**config.mk**
```make
export PLATFORM = sky130hd
export DESIGN_NAME = vga_timing_ctrl
export DESIGN_NICKNAME = d
export VERILOG_FILES = /design/src/rtl/vga_timing_ctrl.sv
export SDC_FILE = /design/constraint.sdc
export NUM_CORES = 1
export LEC_CHECK = 0
export ABC_CLOCK_PERIOD_IN_PS = 2300
export BUFFER_PORTS_ARGS = -buffer_cell sky130_fd_sc_hd__buf_2
export CORE_ASPECT_RATIO = 0.8
export CORE_MARGIN = 2
export CORE_UTILIZATION = 55
export CTS_BUF_LIST = sky130_fd_sc_hd__clkbuf_4
export DETAILED_ROUTE_END_ITERATION = 8
export PLACE_DENSITY = 0.89
export SYNTH_ARGS = -nofsm -noshare
export SYNTH_HDL_FRONTEND = slang
export SYNTH_SLANG_ARGS = --single-unit
```
**constraint.sdc**
```tcl
create_clock -name clock_50 -period 2.3 [get_ports clock_50]
set_input_delay 0.345 -clock clock_50 [delete_from_list [all_inputs] [get_ports clock_50]]
set_output_delay 0.345 -clock clock_50 [all_outputs]
set_load 0.05 [all_outputs]
```
**src/rtl/vga_timing_ctrl.sv**
```systemverilog
// Raster sequencer for 640x480@60: halves clock_50 into a pixel tick, runs the
// h/v counters and delays sync/blank by PIPE_DLY clocks to line up with registered RGB.
module vga_timing_ctrl #(
    parameter int H_VIS    = 640,
    parameter int H_FP     = 16,
    parameter int H_SYNC   = 96,
    parameter int H_BP     = 48,
    parameter int V_VIS    = 480,
    parameter int V_FP     = 10,
    parameter int V_SYNC   = 2,
    parameter int V_BP     = 33,
    parameter int PIPE_DLY = 1
) (
    input  logic       clock_50,
    input  logic       reset_n,
    input  logic       en,
    output logic [9:0] pix_x,
    output logic [9:0] pix_y,
    output logic       video_on,
    output logic       pixel_tick,
    output logic       frame_tick,
    output logic       hsync,
    output logic       vsync,
    output logic       blank_n
);
    localparam int H_TOT = H_VIS + H_FP + H_SYNC + H_BP;
    localparam int V_TOT = V_VIS + V_FP + V_SYNC + V_BP;

    localparam logic [9:0] H_LAST  = 10'(H_TOT - 1);
    localparam logic [9:0] V_LAST  = 10'(V_TOT - 1);
    localparam logic [9:0] H_VIS_W = 10'(H_VIS);
    localparam logic [9:0] V_VIS_W = 10'(V_VIS);
    localparam logic [9:0] HS_BEG  = 10'(H_VIS + H_FP);
    localparam logic [9:0] HS_END  = 10'(H_VIS + H_FP + H_SYNC - 1);
    localparam logic [9:0] VS_BEG  = 10'(V_VIS + V_FP);
    localparam logic [9:0] VS_END  = 10'(V_VIS + V_FP + V_SYNC - 1);

    // {hsync, vsync, blank_n} while idle or in reset
    localparam logic [2:0] SYNC_IDLE = 3'b110;

    typedef enum logic {IDLE, RUN} state_t;

    state_t     state_q, state_d;
    logic       phase_q, phase_d;
    logic [9:0] x_d, y_d;
    logic       running;
    logic [2:0] sync_pre;

    always_ff @(posedge clock_50 or negedge reset_n) begin
        if (!reset_n) begin
            state_q <= IDLE;
            phase_q <= 1'b0;
            pix_x   <= '0;
            pix_y   <= '0;
        end else begin
            state_q <= state_d;
            phase_q <= phase_d;
            pix_x   <= x_d;
            pix_y   <= y_d;
        end
    end

    // Dropping en takes priority over a pending pixel tick.
    always_comb begin
        state_d = state_q;
        phase_d = phase_q;
        x_d     = pix_x;
        y_d     = pix_y;
        case (state_q)
            IDLE: begin
                phase_d = 1'b0;
                x_d     = '0;
                y_d     = '0;
                if (en) state_d = RUN;
            end
            RUN: begin
                if (!en) begin
                    state_d = IDLE;
                    phase_d = 1'b0;
                    x_d     = '0;
                    y_d     = '0;
                end else begin
                    phase_d = ~phase_q;
                    if (phase_q) begin
                        if (pix_x == H_LAST) begin
                            x_d = '0;
                            y_d = (pix_y == V_LAST) ? '0 : pix_y + 10'd1;
                        end else begin
                            x_d = pix_x + 10'd1;
                        end
                    end
                end
            end
        endcase
    end

    assign running    = (state_q == RUN);
    assign pixel_tick = running & phase_q;
    assign frame_tick = pixel_tick && (pix_x == H_LAST) && (pix_y == V_LAST);
    assign video_on   = running && (pix_x < H_VIS_W) && (pix_y < V_VIS_W);

    assign sync_pre = {~(running && (pix_x >= HS_BEG) && (pix_x <= HS_END)),
                       ~(running && (pix_y >= VS_BEG) && (pix_y <= VS_END)),
                       video_on};

    generate
        if (PIPE_DLY == 0) begin : g_nodly
            assign {hsync, vsync, blank_n} = sync_pre;
        end else begin : g_dly
            logic [PIPE_DLY-1:0][2:0] dly_q;

            // Runs every clock_50, independent of the pixel tick.
            always_ff @(posedge clock_50 or negedge reset_n) begin
                if (!reset_n) begin
                    for (int i = 0; i < PIPE_DLY; i++) dly_q[i] <= SYNC_IDLE;
                end else begin
                    dly_q[0] <= sync_pre;
                    for (int i = 1; i < PIPE_DLY; i++) dly_q[i] <= dly_q[i-1];
                end
            end

            assign {hsync, vsync, blank_n} = dly_q[PIPE_DLY-1];
        end
    endgenerate
endmodule

```
# Word level (Yosys, flattened, before mapping)
# Index checks and enable logic that the tools add are counted.
# Widths: inputs -> output; s select.
[op_classes]
add_sub_neg = 2
n_lt_le_gt_ge = 6
n_eq_ne = 4
n_mux = 12
bitwise_logic = 5
reduce_logical = 9
[ops]
columns = ["op", "count"]
rows = [
  ["$mux 10", 7],
  ["$pmux 10 s2", 2],
  ["$add 10x1->10 const B", 2],
  ["$eq 10x10->1 const B", 2],
  ["$ge 10x10->1 const B", 1],
  ["$ge 10x9->1 const B", 1],
  ["$le 10x10->1 const B", 1],
  ["$le 10x9->1 const B", 1],
  ["$lt 10x10->1 const B", 1],
  ["$lt 10x9->1 const B", 1],
  ["$logic_and 1x1->1", 8],
  ["$ne 3x2->1 const B", 2],
  ["$not 1->1", 4],
  ["$mux 1", 2],
  ["$pmux 1 s2", 1],
  ["$reduce_and 2->1", 1],
  ["$and 1x1->1", 1],
]
[word_totals]
reg_bits = 25
in_bits = 3
output_inout_bits = 26
elab_cells = 43

# Logic depth before layout (Yosys ltp)
# Gate-level depths: netlist of run 1.
[depth]
depth_word = 6
depth_mapped = 7
mapped_depth_nobuf = 6

# Worst setup path after synthesis of run 1
# No wires, ideal clock.
[synth_timing]
path_kind = "reg2out"
start = "register pix_y[0]"
end = "output port frame_tick"
arrival_ns = 2.695
t_required_ns = 1.955
path_slack_ns = -0.740
stages_incl_launch_ff = 7
path_buffers = 1
cell_sequence = "dfrtp_1 inv_1 ha_1 nand4_1 or4_1 clkbuf_1 nor3_1"
[synth_via]
elab_chain_len = 2
[synth_lines]
columns = ["element", "line", "text"]
rows = [
  ["from (decl)", "18", "output logic [9:0] pix_y,"],
  ["from (signal assigned)", "59", "pix_y <= y_d;"],
  ["$eq 10x10->1", "99", "assign frame_tick = pixel_tick && (pix_x == H_LAST) && (pix_y == V_LAST);"],
  ["$logic_and 1x1->1", "99", ""],
  ["to (decl)", "21", "output logic frame_tick,"],
]
# No other way between the ends.

# Worst setup path after layout of run 1
[layout_timing]
start = "register pix_y[4]"
end = "output port frame_tick"
# The elaborated chain is that of the path after synthesis.

==> impl_metrics.ini, run 1 <==
[yosys]
synthCells = 142
avgSynthCellArea_um2 = 9.384
synth-seq-cells = 25
syn_area_um2 = 1333
syn_nets = 149
synth.area.mux_share_pct = 0
synth-xor-area-share_pct = 4.601
synth_top_family_by_area = simple AND/OR/NAND/NOR gates
synth_compound_area_share_pct = 10.61
ys_seq_area_share_pct = 47.14
yosys_warnings = 0
synth_fa_ha_area_share_pct = 3.756
synth-simple-area-share_pct = 30.70
synth_cell_types = 31

[run_status]
failed_checks = negative setup slack
status = complete, but fails checks

[sta]
final-max-slew-violation-count = 0
relSlewSlack_pct = 62.99
max_freq_mhz = 431.1
tns_ns = -0.01958
period_needed_ns = 2.320
layout_setup_ws_ns = -0.01958
rsz0062_at_grt = true
worstMarginPinSlew_ns = 0.5551
fin_crit_sh_pct = 100.9
skew_ns = 0.004778
hold_viol_final = 0
setup_viol = 1

[setup_path]
crit_fanout = 6
max_stage_delay_ns = 0.52
cp.depth = 4
path_class = reg2out
crit_arrival_ns = 1.97
worst_ep_required_time_ns = 1.96
cp_slowest_cell = or4_4
critPathLaunchType = flip-flop
crit_family = simple AND/OR/NAND/NOR gates
end_kind = output pin
crit_chain = or3_1, or4_4, nor3_4, buf_6
reg2regPathDepth = 5
path_buf_inv = 1

[placement]
dp_slack_ns = 0.2579
placed_cell_area_um2 = 1519
gp_congestion = 0.8456
dp_hpwl_mm = 2.218
io_buffer_count = 28

[power_and_ir_drop]
vdd_drop_max_uv = 292.6
leakagePower_nw = 0.7391
p_per_area_nw_per_um2 = 451.3
power_mw = 0.7318

[flow_run]
maxCapViolCount = 0

[cells_and_area]
multi_input_area_um2 = 676.9
design_area_um2 = 1622
fin_util_pct = 73.22
final_common_cell = buf_2
drive_gt1_share_pct = 28.33
mostFrequentLayoutCells = buf_2 (27), dfrtp_1 (19), nand3_1 (10), a21oi_1 (10)
antenna_cells = 0
area_delta_synth_final_pct = 21.69
fill_cells = 162
seq_area_um2 = 633.1
final_nets = 188

[clock_tree]
numClockSinks = 25
cts_tree = built
clk_latency_ns = 0.32
htreeDepth = 1
cts_made_buffers = 3
cts-root-buf = clkbuf_4
clockBufferDepth = 2
clk_pin_slew_ns = 0.13

[detailed_routing]
ant_nets = 0
dr_total_vias = 1235
drt-total-wl_mm = 3.214
drc = 0
drt_iter0_markers = 59
drtPass1Iterations = 4
routed_via_density = 6.024
wl_per_cell_um = 15.68

[grt]
grt_pass1_vias = 1066
gr-usage-all-layers_pct = 24.16
grt_max_degree = 26
grt_overflow_total = 0
grt_pass1_wl_mm = 4.933
grt_antenna_before_repair = 0

[floorplan]
start_util_pct = 60.17
die_w_um = 59.03
dieArea_um2 = 2835
rows = 15
core_area_um2 = 2215
io_pins = 29
dieHeight_um = 48.03

[worst_hold_path]
worstHoldPathType = in2reg
whs_path_depth = 1
==> power by group <==
part,total [mW],internal [mW],switching [mW]
clock,0.207,0.0797,0.128
sequential,0.451,0.446,0.00513
combinational,0.0738,0.0200,0.0537
total,0.732,0.545,0.186
==> layer usage <==
metal  vias to the layer above  track usage (%)  part of all wire, %
li1                        589                -                    -
met1                       586            32.55                   45
met2                        50            36.67                   46
met3                        10            7.027                  6.9
met4                         0            10.91                  2.0
met5                         -                0                    0
==> metrics by stage <==
stage          hold WS [ns]  std cells
4_1_cts              0.1518        200
3_5_place_dp         0.3637        193
2_1_floorplan       0.04941        142
5_1_grt              0.1369        205
6_report             0.1639        205
3_3_place_gp         0.3527        193
==> repair_timing <==
| item | in CTS | in global routing |
|---|---|---|
| setup endpoints to repair | 1 | 1 |
| hold buffers | 1 | 0 |
| hold endpoints to repair | 12 | 0 |
| setup buffers | 2 | 5 |
| pin swaps | 0 | 1 |
| resized for setup | 3 | 0 |
==> Yosys cell counts <==
cell type / instances / area share, %
nand4b_1: 2 / 1.3
clkbuf_1: 3 / 0.85
xor2_1: 7 / 4.6
nand3_1: 10 / 3.8
nand4_1: 9 / 4.2
nand4bb_1: 1 / 0.85
or3_4: 1 / 0.85
or4b_1: 1 / 0.75
o21ai_2: 1 / 0.66
or2_1: 1 / 0.47
a31oi_1: 1 / 0.47
inv_1: 7 / 2.0
o21ai_0: 9 / 3.4
nand3b_1: 1 / 0.56
nand2b_1: 2 / 0.94
nand2_1: 9 / 2.5
dfstp_2: 2 / 3.9
o31ai_1: 3 / 1.7
buf_2: 1 / 0.38
nor4b_1: 1 / 0.66
or4_1: 4 / 2.3
nor2_1: 9 / 2.5
nor3_1: 1 / 0.38
or3_1: 8 / 3.8
and3_1: 5 / 2.3
and4_1: 1 / 0.66
ha_1: 4 / 3.8
and2_1: 4 / 1.9
o31a_1: 1 / 0.66
a21oi_1: 10 / 3.8
dfrtp_1: 23 / 43
==> state kept, by name, indices dropped and copies added, names as in the netlist <==
signal	count
g_dly.dly_q	3
phase_q	1
pix_x	10
pix_y	10
running	1
==> worst paths after layout <==
check                      startpoint        endpoint  slack (ns)
max                          pix_y[4]      frame_tick       -0.02
min                                en         running        0.16
max reg2reg                  pix_y[4]        pix_y[7]        0.32
min reg2reg                  pix_y[8]  g_dly.dly_q[1]        0.61
max in group asynchronous     reset_n        pix_y[6]        1.37
min in group asynchronous     reset_n        pix_x[6]        0.53
==> logic make-up after synthesis <==
| logic type | count (synthesis) |
|---|---|
| and+or+nand+nor | 70 |
| xor gates and xnor gates | 7 |
| AOI/OAI and AO/OA | 25 |
| DFF | 25 |
| buffers and inverters | 11 |
| adders and majority gates | 4 |
==> area by class of cell <==
class	count	share of cell area (%)
multi-input combinational	106	41.74
tap	25	1.929
timing repair buffer	38	13.81
clock buffer	4	1.852
sequential	25	39.04
inverter	7	1.620
Note: power is estimated with default switching activity, not from simulation.
==> run 2, diff against run 1 <==
--- a/config.mk
+++ b/config.mk
@@ -14,4 +14,5 @@
 export DETAILED_ROUTE_END_ITERATION = 8
 export PLACE_DENSITY = 0.89
+export SKIP_LAST_GASP = 1
 export SYNTH_ARGS = -nofsm -noshare
 export SYNTH_HDL_FRONTEND = slang
==> constraint.sdc (replaced) <==
create_clock -name clock_50 -period 2.3 [get_ports clock_50]
set_input_delay 0.345 -clock clock_50 [delete_from_list [all_inputs] [get_ports clock_50]]
set_output_delay 0.345 -clock clock_50 [all_outputs]
set_load 0.1 [all_outputs]
==> impl_metrics.ini, run 2 (synthesis gave the netlist of run 1 again) <==
[run_status]
status = complete, but fails checks
failed_checks = negative hold slack, negative setup slack

[cells_and_area]
drive_gt1_share_pct = 37.50
area_delta_synth_final_pct = 21.88
final_common_cell = buf_2
final_nets = 184
mostFrequentLayoutCells = buf_2 (27), dfrtp_2 (16), nand3_1 (10), a21oi_1 (10)
reg_top3 = pix_x (10), pix_y (10), g_dly.dly_q (3)
fill_cells = 157
antenna_cells = 0

[setup_path]
path_class = reg2out
worst_ep_required_time_ns = 1.96
reg2regPathDepth = 7
crit_fanout = 3
crit_arrival_ns = 2.00
end_kind = output pin
critPathLaunchType = flip-flop

[floorplan]
io_pins = 29
dieHeight_um = 48.03
start_util_pct = 60.17
dieArea_um2 = 2835
core_area_um2 = 2215
rows = 15
die_w_um = 59.03

[sta]
tns_ns = -0.04613
period_needed_ns = 2.346
worstMarginPinSlew_ns = 0.5515
max_freq_mhz = 426.2
rsz0062_at_grt = true
setup_viol = 1
hold_viol_final = 2
skew_ns = 0.001862
whs_ns = -0.003682
layout_setup_ws_ns = -0.04613
relSlewSlack_pct = 63.23
fin_crit_sh_pct = 102.0
final-max-slew-violation-count = 0

[detailed_routing]
drc = 0
drt-total-wl_mm = 3.300
wl_per_cell_um = 16.42
routed_via_density = 6.318
dr_total_vias = 1270
ant_nets = 0
drt_iter0_markers = 91
drtPass1Iterations = 4

[clock_tree]
cts_made_buffers = 3
clockBufferDepth = 2
clk_latency_ns = 0.31
clk_pin_slew_ns = 0.12
postCtsHoldBufs = 0
cts_tree = built
numClockSinks = 25
htreeDepth = 1
cts-root-buf = clkbuf_4

[grt]
grtUsageMet2_pct = 38.22
grt_max_degree = 26
grt_overflow_total = 0
grt_pass1_vias = 1090
gr-usage-all-layers_pct = 25.47
grt_use_met3_pct = 6.757
busiest_layer = met2
grt_antenna_before_repair = 0
grt_pass1_wl_mm = 5.223
grt.met1_usage_pct = 35.47

[placement]
io_buffer_count = 28
gp_congestion = 1.012
dp_hpwl_mm = 2.246

[power_and_ir_drop]
leakagePower_nw = 0.6938
vdd_drop_max_uv = 379.6
p_per_area_nw_per_um2 = 460.8

[worst_hold_path]
worstHoldPathType = in2async

[flow_run]
maxCapViolCount = 0
## run 2: critical path, cell delays in order, from the launching register on
cell	delay [ns]
dfrtp_4	0.51
inv_2	0.09
ha_1	0.17
nand4_1	0.10
or4_4	0.45
nor3_4	0.17
buf_12	0.20
## run 2: cell type report
| type | count | area (µm²) | share of cell area (%) |
|---|---|---|---|
| Multi-Input combinational cell | 106 | 680.7 | 41.91 |
| Sequential cell | 25 | 655.6 | 40.37 |
| Timing Repair Buffer | 34 | 200.2 | 12.33 |
| Tap cell | 25 | 31.28 | 1.926 |
| Clock buffer | 4 | 30.03 | 1.849 |
| Inverter | 7 | 26.28 | 1.618 |
## run 2: per-layer routing
metal | vias up | part of all wire [%]
li1 | 583 | -
met1 | 627 | 46
met2 | 53 | 46
met3 | 7 | 6.4
met4 | 0 | 1.2
met5 | - | 0
## run 2: final timing paths
| kind | start | endpoint | slack, ns |
|---|---|---|---|
| min | reset_n | pix_x[9] | -0.004 |
| min in group clock_50 | en | running | 0.18 |
| max reg2reg | pix_y[1] | pix_y[9] | 0.33 |
| max in group asynchronous | reset_n | pix_y[1] | 1.89 |
| min reg2reg | pix_y[8] | g_dly.dly_q[1] | 0.56 |
| max | pix_y[1] | frame_tick | -0.05 |
## run 2: per-stage QoR
step | util (%) | worst slack (ns) | power (mW) | std cells | instance area [µm²]
finish | 73.33 | -0.04613 | 0.7483 | 201 | 1624
global route | 73.33 | -0.1175 | 0.7810 | 201 | 1624
CTS | 73.22 | -0.09085 | 0.7544 | 201 | 1622
detailed placement | 70.34 | 0.2310 | 0.5482 | 193 | 1558
global placement | 70.34 | 0.2830 | 0.5458 | 193 | 1558
floorplan | - | -0.3667 | 0.5237 | 142 | 1374
## run 2: timing repair
item / 4_1_cts / 5_1_grt
cloned: 0 / 0
gates resized for setup: 1 / 1
buffers inserted: 4 / 0
pin swaps: 2 / 1
endpoints found under the setup margin: 1 / 1
hold endpoints to repair: 0 / 0
## run 2: report_power, final
group	internal [mW]	total [mW]	switching, mW
combinational	0.0176	0.0933	0.0756
sequential	0.447	0.453	0.00622
clock	0.0797	0.202	0.123
==> run 3, diff against run 2 <==
Settings changed: CELL_PAD_IN_SITES_DETAIL_PLACEMENT set to 2, CELL_PAD_IN_SITES_GLOBAL_PLACEMENT set to 2, CORE_UTILIZATION 55 to 34, PLACE_DENSITY 0.89 to 0.9.
==> impl_metrics.ini, run 3 (synthesis gave the netlist of run 1 again) <==
[detailed_routing]
maxUsedRoutingLayer = met4
dr_total_vias = 1249
wl_met2_mm = 2.179
wl_met1_mm = 1.956
routed_via_density = 5.430
drtPass1Iterations = 4
wl_per_cell_um = 18.77
drt-total-wl_mm = 4.316
dr_wl_met3_um = 128
ant_nets = 0
drc = 0
drt_iter0_markers = 68

[setup_path]
r2r-start = pix_y[1]
r2r_end = pix_y[8]
cp_slowest_cell = dfrtp_4
r2r_setup_slack_ns = 0.26
critPathLaunchType = flip-flop
crit_arrival_ns = 2.03
crit_fanout = 3
crit_chain = inv_2, ha_1, nand4_1, or4_4, nor3_4, buf_12
path_class = reg2out
end_kind = output pin
max_stage_delay_ns = 0.51
worst_ep_required_time_ns = 1.96
reg2regPathDepth = 7

[cells_and_area]
fin_util_pct = 43.77
antenna_cells = 0
layout.cells.non_filler = 230
final_common_cell = buf_2
drive_gt1_share_pct = 37.14
mostFrequentLayoutCells = buf_2 (27), dfrtp_2 (16), nand3_1 (10), a21oi_1 (10)
reg_top3 = pix_x (10), pix_y (10), g_dly.dly_q (3)
area_delta_synth_final_pct = 24.13
fill_cells = 423
design_area_um2 = 1654
final_nets = 183

[sta]
tns_ns = -0.07446
period_needed_ns = 2.374
whs_ns = -0.01419
rsz0062_at_grt = true
fin_crit_sh_pct = 103.2
max_freq_mhz = 421.1
final-max-slew-violation-count = 0
hold_viol_final = 12
worstMarginPinSlew_ns = 0.5869
skew_ns = 0.01194
setup_viol = 1
relSlewSlack_pct = 60.87
layout_setup_ws_ns = -0.07446

[floorplan]
dieArea_um2 = 4439
dieHeight_um = 60.00
io_pins = 29
die_w_um = 73.99
start_util_pct = 35.26
core_area_um2 = 3779
rows = 20

[grt]
grt_max_degree = 26
grt_pass1_vias = 1334
grt_pass1_wl_mm = 7.182
grt_overflow_total = 0
grt_antenna_before_repair = 0
gr-usage-all-layers_pct = 21.82

[run_status]
failed_checks = negative hold slack, negative setup slack
status = complete, but fails checks

[placement]
io_buffer_count = 28
gp_congestion = 0.8635
place_inst = 224
placed_cell_area_um2 = 1603
dp_hpwl_mm = 3.255
dp_slack_ns = 0.2074

[clock_tree]
clk_pin_slew_ns = 0.15
numClockSinks = 25
cts_made_buffers = 3
clockBufferDepth = 2
htreeDepth = 1
cts-root-buf = clkbuf_4
cts_tree = built
postCtsHoldBufs = 0
clk_latency_ns = 0.33

[power_and_ir_drop]
power_mw = 0.7696
p_per_area_nw_per_um2 = 465.3
vdd_drop_max_uv = 238.6
leakagePower_nw = 0.6857

[flow_run]
maxCapViolCount = 0

[worst_hold_path]
worstHoldPathType = in2async
run 3: power breakdown:
part	internal, mW	switching [mW]	leakage [nW]	total, mW
logic	0.0184	0.0779	0.362	0.0963
clock network	0.0799	0.141	0.0184	0.221
registers	0.447	0.00588	0.306	0.453
total	0.545	0.225	0.686	0.770
run 3: layout make-up:
cell class / instances / area (µm²) / share of cell area (%)
timing repair buffer: 33 / 192.7 / 11.65
sequential: 25 / 655.6 / 39.64
tap: 55 / 68.82 / 4.160
clock buffer: 4 / 30.03 / 1.815
inverter: 7 / 26.28 / 1.588
multi-input combinational: 106 / 680.7 / 41.15
run 3: worst max path at each step:
stage             start         end  slack, ns  cells after the start
6_report       pix_y[1]  frame_tick      -0.07                      6
2_1_floorplan  pix_y[0]  frame_tick      -0.37                      6
3_3_place_gp   pix_y[0]  frame_tick       0.29                      6
5_1_grt        pix_y[1]  frame_tick      -0.16                      6
3_5_place_dp   pix_y[0]    pix_y[7]       0.21                      7
4_1_cts        pix_y[0]  frame_tick      -0.09                      6
run 3: critical path: cells and delay by family, from the launching register on:
| kind | cells | cell delay, ns |
|---|---|---|
| buffers and inverters | 2 | 0.28 |
| AND/OR/NAND/NOR | 3 | 0.76 |
| adder cells (fa/ha/maj) | 1 | 0.15 |
| flip-flops | 1 | 0.51 |
run 3: routing by layer:
layer,track usage [%],up-vias
met5,0,-
met4,5.714,0
met2,36.35,22
met3,4.553,4
li1,-,580
met1,28.99,643
run 3: what timing repair did:
item,4_1_cts,5_1_grt
setup buffers,2,0
setup endpoints to repair,1,1
gates resized for setup,2,0
